File: src/rtl/param_stopwatch.sv
// param_stopwatch: parametrised HH:MM:SS.d stopwatch with run-state FSM.
// Counts up or down at TICK_HZ, wraps or saturates at the range ends, and
// presents the digits as {dp, BCD} nibbles for the display multiplexer.
// Optional lap capture is compiled in when STOPWATCH_LAP_EN is defined.
module param_stopwatch #(
  parameter int CLK_HZ    = 100_000_000,
  parameter int TICK_HZ   = 10,
  parameter int HOURS_MAX = 24,
  parameter int WRAP_MODE = 0
) (
  input  logic       clk,
  input  logic       rst,
  input  logic       up,
  input  logic       go,
  input  logic       clr,
  input  logic       lap,
  output logic [4:0] in0,
  output logic [4:0] in1,
  output logic [4:0] in2,
  output logic [4:0] in3,
  output logic [4:0] in4,
  output logic [4:0] in5,
  output logic [4:0] in6,
  output logic [4:0] in7,
  output logic       running,
  output logic       expired,
  output logic       wrap_pulse,
  output logic [4:0] lap0,
  output logic [4:0] lap1,
  output logic [4:0] lap2,
  output logic [4:0] lap3,
  output logic [4:0] lap4,
  output logic [4:0] lap5,
  output logic [4:0] lap6,
  output logic       lap_valid
);

  // Prescaler geometry; DIV is expected to be an integer >= 2.
  localparam int DIV = CLK_HZ / TICK_HZ;
  localparam int PW  = (DIV > 1) ? $clog2(DIV) : 1;
  localparam logic [PW-1:0] PRE_LAST = PW'(DIV - 1);

  // Largest hour value shown, split into its two BCD digits.
  localparam int HLIM = HOURS_MAX - 1;
  localparam logic [3:0] H1_MAX = 4'(HLIM / 10);
  localparam logic [3:0] H0_MAX = 4'(HLIM % 10);

  localparam bit WRAP_EN = (WRAP_MODE != 0);

  typedef enum logic [1:0] {
    ST_STOPPED = 2'd0,
    ST_RUN     = 2'd1,
    ST_EXPIRED = 2'd2
  } state_e;

  // Next value of one digit when it steps; rolls 9->0 (up) or 0->top (down).
  function automatic logic [3:0] step_digit(input logic [3:0] d,
                                            input logic [3:0] top,
                                            input logic       dir_up);
    logic [3:0] r;
    if (dir_up) begin
      if (d == top) r = 4'd0;
      else          r = d + 4'd1;
    end else begin
      if (d == 4'd0) r = top;
      else           r = d - 4'd1;
    end
    return r;
  endfunction

  // True when a digit is at the point where stepping it carries/borrows.
  function automatic logic digit_rolls(input logic [3:0] d,
                                       input logic [3:0] top,
                                       input logic       dir_up);
    logic r;
    if (dir_up) r = (d == top);
    else        r = (d == 4'd0);
    return r;
  endfunction

  state_e        state_q;
  logic          running_q;
  logic          expired_q;
  logic          wrap_q;
  logic          up_prev_q;
  logic [PW-1:0] pre_q, pre_d;
  logic [3:0]    tenths_q, tenths_d;
  logic [3:0]    s0_q, s0_d;
  logic [3:0]    s1_q, s1_d;
  logic [3:0]    m0_q, m0_d;
  logic [3:0]    m1_q, m1_d;
  logic [3:0]    h0_q, h0_d;
  logic [3:0]    h1_q, h1_d;

  logic tick_s;
  logic at_max_s;
  logic at_zero_s;
  logic limit_s;
  logic wrap_evt_s;
  logic sat_evt_s;
  logic adv_s0_s, adv_s1_s, adv_m0_s, adv_m1_s, adv_h_s;

  assign tick_s = (state_q == ST_RUN) && (pre_q == PRE_LAST);

  assign at_max_s  = (tenths_q == 4'd9) && (s0_q == 4'd9) && (s1_q == 4'd5) &&
                     (m0_q == 4'd9) && (m1_q == 4'd5) &&
                     (h1_q == H1_MAX) && (h0_q == H0_MAX);
  assign at_zero_s = (tenths_q == 4'd0) && (s0_q == 4'd0) && (s1_q == 4'd0) &&
                     (m0_q == 4'd0) && (m1_q == 4'd0) &&
                     (h1_q == 4'd0) && (h0_q == 4'd0);

  // A tick that would leave the count range in the current direction.
  assign limit_s    = tick_s && (up ? at_max_s : at_zero_s);
  assign wrap_evt_s = limit_s && WRAP_EN;
  assign sat_evt_s  = limit_s && !WRAP_EN;

  // Ripple of carries/borrows up the digit chain.
  assign adv_s0_s = digit_rolls(tenths_q, 4'd9, up);
  assign adv_s1_s = adv_s0_s && digit_rolls(s0_q, 4'd9, up);
  assign adv_m0_s = adv_s1_s && digit_rolls(s1_q, 4'd5, up);
  assign adv_m1_s = adv_m0_s && digit_rolls(m0_q, 4'd9, up);
  assign adv_h_s  = adv_m1_s && digit_rolls(m1_q, 4'd5, up);

  // Prescaler next state: free-runs only in RUN, cleared by clr.
  always_comb begin
    pre_d = pre_q;
    if (clr) begin
      pre_d = '0;
    end else if (state_q == ST_RUN) begin
      if (pre_q == PRE_LAST) pre_d = '0;
      else                   pre_d = pre_q + PW'(1);
    end else begin
      pre_d = pre_q;
    end
  end

  // Digit chain next state: clear, limit handling, or a normal step.
  always_comb begin
    tenths_d = tenths_q;
    s0_d     = s0_q;
    s1_d     = s1_q;
    m0_d     = m0_q;
    m1_d     = m1_q;
    h0_d     = h0_q;
    h1_d     = h1_q;
    if (clr) begin
      tenths_d = 4'd0;
      s0_d     = 4'd0;
      s1_d     = 4'd0;
      m0_d     = 4'd0;
      m1_d     = 4'd0;
      h0_d     = 4'd0;
      h1_d     = 4'd0;
    end else if (limit_s) begin
      if (WRAP_EN && up) begin
        tenths_d = 4'd0;
        s0_d     = 4'd0;
        s1_d     = 4'd0;
        m0_d     = 4'd0;
        m1_d     = 4'd0;
        h0_d     = 4'd0;
        h1_d     = 4'd0;
      end else if (WRAP_EN) begin
        tenths_d = 4'd9;
        s0_d     = 4'd9;
        s1_d     = 4'd5;
        m0_d     = 4'd9;
        m1_d     = 4'd5;
        h0_d     = H0_MAX;
        h1_d     = H1_MAX;
      end else begin
        // Saturating: the count stays put and the FSM expires instead.
        tenths_d = tenths_q;
      end
    end else if (tick_s) begin
      tenths_d = step_digit(tenths_q, 4'd9, up);
      if (adv_s0_s) s0_d = step_digit(s0_q, 4'd9, up);
      else          s0_d = s0_q;
      if (adv_s1_s) s1_d = step_digit(s1_q, 4'd5, up);
      else          s1_d = s1_q;
      if (adv_m0_s) m0_d = step_digit(m0_q, 4'd9, up);
      else          m0_d = m0_q;
      if (adv_m1_s) m1_d = step_digit(m1_q, 4'd5, up);
      else          m1_d = m1_q;
      // Hours never roll here: the range ends were caught by limit_s.
      if (adv_h_s && up) begin
        if (h0_q == 4'd9) begin
          h0_d = 4'd0;
          h1_d = h1_q + 4'd1;
        end else begin
          h0_d = h0_q + 4'd1;
        end
      end else if (adv_h_s) begin
        if (h0_q == 4'd0) begin
          h0_d = 4'd9;
          h1_d = h1_q - 4'd1;
        end else begin
          h0_d = h0_q - 4'd1;
        end
      end else begin
        h0_d = h0_q;
      end
    end else begin
      tenths_d = tenths_q;
    end
  end

  // Count and prescaler registers.
  always_ff @(posedge clk or posedge rst) begin
    if (rst) begin
      pre_q    <= '0;
      tenths_q <= 4'd0;
      s0_q     <= 4'd0;
      s1_q     <= 4'd0;
      m0_q     <= 4'd0;
      m1_q     <= 4'd0;
      h0_q     <= 4'd0;
      h1_q     <= 4'd0;
    end else begin
      pre_q    <= pre_d;
      tenths_q <= tenths_d;
      s0_q     <= s0_d;
      s1_q     <= s1_d;
      m0_q     <= m0_d;
      m1_q     <= m1_d;
      h0_q     <= h0_d;
      h1_q     <= h1_d;
    end
  end

  // Run-state FSM with its registered status outputs and the wrap strobe.
  always_ff @(posedge clk or posedge rst) begin
    if (rst) begin
      state_q   <= ST_STOPPED;
      running_q <= 1'b0;
      expired_q <= 1'b0;
      wrap_q    <= 1'b0;
      up_prev_q <= 1'b0;
    end else begin
      up_prev_q <= up;
      if (clr) begin
        state_q   <= ST_STOPPED;
        running_q <= 1'b0;
        expired_q <= 1'b0;
        wrap_q    <= 1'b0;
      end else begin
        wrap_q <= wrap_evt_s;
        case (state_q)
          ST_STOPPED: begin
            if (go) begin
              state_q   <= ST_RUN;
              running_q <= 1'b1;
            end else begin
              state_q   <= ST_STOPPED;
              running_q <= 1'b0;
            end
            expired_q <= 1'b0;
          end
          ST_RUN: begin
            // Saturation wins over go dropping in the same cycle.
            if (sat_evt_s) begin
              state_q   <= ST_EXPIRED;
              running_q <= 1'b0;
              expired_q <= 1'b1;
            end else if (!go) begin
              state_q   <= ST_STOPPED;
              running_q <= 1'b0;
              expired_q <= 1'b0;
            end else begin
              state_q   <= ST_RUN;
              running_q <= 1'b1;
              expired_q <= 1'b0;
            end
          end
          ST_EXPIRED: begin
            // A direction flip releases the limit so the user can count away.
            if (up != up_prev_q) begin
              state_q   <= ST_STOPPED;
              expired_q <= 1'b0;
            end else begin
              state_q   <= ST_EXPIRED;
              expired_q <= 1'b1;
            end
            running_q <= 1'b0;
          end
          default: begin
            state_q   <= ST_STOPPED;
            running_q <= 1'b0;
            expired_q <= 1'b0;
          end
        endcase
      end
    end
  end

  assign in0 = {1'b0, tenths_q};
  assign in1 = {1'b1, s0_q};
  assign in2 = {1'b0, s1_q};
  assign in3 = {1'b1, m0_q};
  assign in4 = {1'b0, m1_q};
  assign in5 = {1'b1, h0_q};
  assign in6 = {1'b0, h1_q};
  assign in7 = 5'd0;

  assign running    = running_q;
  assign expired    = expired_q;
  assign wrap_pulse = wrap_q;

`ifdef STOPWATCH_LAP_EN
  logic [6:0][4:0] lap_q;
  logic            lap_valid_q;

  // Lap snapshot of the displayed digits; only rst forgets it.
  always_ff @(posedge clk or posedge rst) begin
    if (rst) begin
      lap_q       <= '0;
      lap_valid_q <= 1'b0;
    end else if (lap) begin
      lap_q       <= {in6, in5, in4, in3, in2, in1, in0};
      lap_valid_q <= 1'b1;
    end else begin
      lap_q       <= lap_q;
      lap_valid_q <= lap_valid_q;
    end
  end

  assign lap0      = lap_q[0];
  assign lap1      = lap_q[1];
  assign lap2      = lap_q[2];
  assign lap3      = lap_q[3];
  assign lap4      = lap_q[4];
  assign lap5      = lap_q[5];
  assign lap6      = lap_q[6];
  assign lap_valid = lap_valid_q;
`else
  logic lap_unused_s;
  assign lap_unused_s = lap;
  assign lap0      = 5'd0;
  assign lap1      = 5'd0;
  assign lap2      = 5'd0;
  assign lap3      = 5'd0;
  assign lap4      = 5'd0;
  assign lap5      = 5'd0;
  assign lap6      = 5'd0;
  assign lap_valid = 1'b0;
`endif

endmodule
File: config.mk
export PLATFORM = sky130hd
export DESIGN_NAME = param_stopwatch
export DESIGN_NICKNAME = d
export VERILOG_FILES = /design/src/rtl/param_stopwatch.sv
export SDC_FILE = /design/constraint.sdc
export NUM_CORES = 1
export LEC_CHECK = 0
export ABC_AREA = 1
export BUFFER_PORTS_ARGS = -buffer_cell sky130_fd_sc_hd__buf_2
export CORE_MARGIN = 1.5
export CORE_UTILIZATION = 45
export DETAILED_ROUTE_END_ITERATION = 16
export PLACE_DENSITY = 0.63
export RECOVER_POWER = 100
export SYNTH_ARGS = -nofsm -noshare
export SYNTH_HDL_FRONTEND = slang
export SYNTH_SLANG_ARGS = --single-unit
File: constraint.sdc
create_clock -name clk -period 2.7 [get_ports clk]
set_input_delay 0.675 -clock clk [delete_from_list [all_inputs] [get_ports clk]]
set_output_delay 0.675 -clock clk [all_outputs]
set_load 0.05 [all_outputs]
==> metrics.txt <==
Most used DFF post-synth dfrtp_1; crit path capture type register; CTS H-tree lvls 3; PostCTS Resize Cnt 0; end-of-flow core utilization 49.0%; instance count of the mapped netlist 637; CTS root buf clkbuf_8; largest area contributor in the netlist dfrtp_1; clk sink count 57; type of the most critical hold path reg -> reg; first-pass GRT wire length 17.8 mm; vias per cell 5.03; initial antenna violation count 0; setup TNS 0 ps; yosys warns 0; number of synthesized flops with an enable pin 0; CTS Hold Bufs 0; row count 36; Seq/Total Area, Yosys 31.5%; layout cells sized above 1 11.9%; Starting Density 46.3%; Synth area leaders dfrtp_1 32%, nand2_1 9.5%, buf_4 8.3%; DRT Pass-1 Iters 4; Die W 103 µm; Clk pwr share 35.5%; multi-input logic area 2500 µm²; final slew viol count 0; overall power 2.11 mW; via count 4132; ant diodes 0; DRC Markers 0; sequential share of power 42.7%; Synth top cells by count 114 x nand2_1, 76 x nor2_1, 62 x inv_1; relative slew slack 4.51%; routed length per placed instance 13.0 µm; final critical-path required period 2290 ps; RSZ-0062 raised after global routing false; most common cell in the synthesized netlist nand2_1; ANT nets after route 0; Port Buffers 34; clock latency on the worst-skew pair 360 ps; Total Wirelength 10.7 mm; Worst path slowest cell dfrtp_1; P&R area growth vs syn 5.92%; initial drt markers 140; clk_skew 9.72 ps; Fillers 1026; synth unique cells 47; post-DP HPWL 8.06 mm; outcome finished, final reports clean; Worst Path Arrival 2560 ps; setup violators final 0; switching share of power 37.8%; Clock transition at path regs 80 ps; GPL Wtd Cong 0.919; Mapped Area 4530 µm²; NetSw 0.799 mW; fmax 0.438 GHz; worst vdd ir 0.218 mV; Slew @ Worst Pin 1430 ps; Hold Vio Cnt, Final 0; core area 9770 µm²; Internal 1.31 mW; pin count of the biggest net entering global routing 58; Die ar. 10700 µm²; critical path type reg -> reg; most frequent CP cell nand2_1; Yosys top cell area share 31.5%; Clock Path Buffers 2; Final Cycle Share 84.6%; critical path, cell by cell inv_1 -> ha_1 -> nand2_1 -> nor2_1 -> nand2_1 -> nor2_1 -> nor2_1 -> nand2_1 -> nor2_2 -> nand2_1 -> nand2_1 -> nand3_1 -> o21ai_0; critical path peak fanout 8; Req. time, crit path 2970 ps; asr flop ratio synth 100%; GR Overflow Total 0; pwr/cell area 440 nW/µm²; CP top delay family simple AND/OR/NAND/NOR gates; post-route cell area 4790 µm²; max cap viols 0; Setup crit start kind register; Hold Crit Start pre_q[1]$_DFFE_PP0P_; I/O pins 85; r2r startpoint h0_q[0]$_DFFE_PP0P_; Seq cells post-synth 57; Buf+Inv Stages, Crit Path 1; Post-CTS Setup Bufs 0; flip-flop and latch area 1430 µm²; Worst path max stage delay 450 ps; Pleak 2.18 nW; Avg Cell Area, Syn 7.10 µm²; gr usage total 21.5%; vias in the first global route 3872; Worst setup startpoint h0_q[0]$_DFFE_PP0P_; reg2reg setup slack 410 ps; combinational power share 21.8%; chip height 103 µm; Num CTS Buffers 9; CTS tree yes; final-stage net count 699; Post-Place Cell Area 4730 µm²
## area by class of cell
cell class              count  area share (%)
repair buffers             48            4.52
clock buffers              10            2.87
clock inverters             6           0.914
well taps                 133            3.47
multi-input cells         488            52.2
flip-flops and latches     57            29.8
inverters                  79            6.32
## registers in the layout (all words and copies together), names as in the netlist, 2 cells and up
| name | flops |
|---|---|
| h1_q | 4 |
| m1_q | 4 |
| h0_q | 4 |
| s1_q | 4 |
| state_q | 2 |
| s0_q | 4 |
| pre_q | 24 |
| m0_q | 4 |
| tenths_q | 4 |
## layer usage
metal / global-route usage [%] / vias to the layer above / wire length, µm
li1: - / 2073 / -
met1: 27.6 / 1930 / 4970
met5: 0 / - / 0
met2: 35.5 / 105 / 5080
met3: 3.83 / 24 / 390
met4: 9.46 / 0 / 235
## power groups by stage
stage | clock (mW) | combinational, mW | sequential [mW]
2_1_floorplan | 0 | 0.396 | 0.963
3_3_place_gp | 0 | 0.468 | 0.917
3_5_place_dp | 0 | 0.473 | 0.917
4_1_cts | 0.768 | 0.475 | 0.901
5_1_grt | 0.802 | 0.503 | 0.906
6_report | 0.749 | 0.460 | 0.902
## final timing paths
path / end / depth (start not counted)
hold reg to reg: pre_q[1]$_DFFE_PP0P_ / 1
setup / recovery: s1_q[1]$_DFFE_PP0P_ / 13
min in group asynchronous: pre_q[6]$_DFFE_PP0P_ / 3
max in group asynchronous: pre_q[23]$_DFFE_PP0P_ / 3
hold / removal: pre_q[1]$_DFFE_PP0P_ / 1
setup reg to reg: s1_q[1]$_DFFE_PP0P_ / 13
## layout by cell type, fill, tap and decap left out, types with 2 or more instances in the layout
master	synthesis	layout
nor2_8	2	2
o2111ai_1	2	2
nand2_1	114	117
buf_4	50	8
buf_2	4	4
nor4_1	2	2
inv_2	14	14
ha_1	10	10
nand2_2	9	7
a211oi_1	3	3
nand3_1	39	40
clkinv_4	1	2
nand2_4	6	5
o22ai_1	8	8
o211ai_1	2	2
a21oi_1	36	38
nand3b_1	2	2
nand4_1	9	9
clkbuf_8	0	10
o21ai_0	43	46
a31oi_1	5	5
nor3_1	15	16
xnor2_1	5	5
nor2_2	18	16
conb_1	2	49
clkinvlp_4	0	4
dfrtp_1	57	57
nor3b_1	3	3
clkinv_2	1	2
clkbuf_1	5	35
nor2_1	76	78
inv_1	62	62
xor2_1	12	12
## cell families after synthesis
group / after synthesis / synth area share [%]
xor+xnor: 17 / 3.29
buf+inv: 139 / 16.1
fa+ha+maj: 10 / 2.76
compound gates: 110 / 13.9
flops: 57 / 31.5
simple gates: 302 / 32.3
other cells: 2 / 0.166
## stage by stage
step                setup slack, ps  std cells  hold slack [ps]
global route                    155        821              587
detailed placement              175        805              514
finish                          415        821              534
CTS                             470        821              381
global placement                214        805              507
floorplan                       426        684              489
Power figures use the tool's default switching activity.
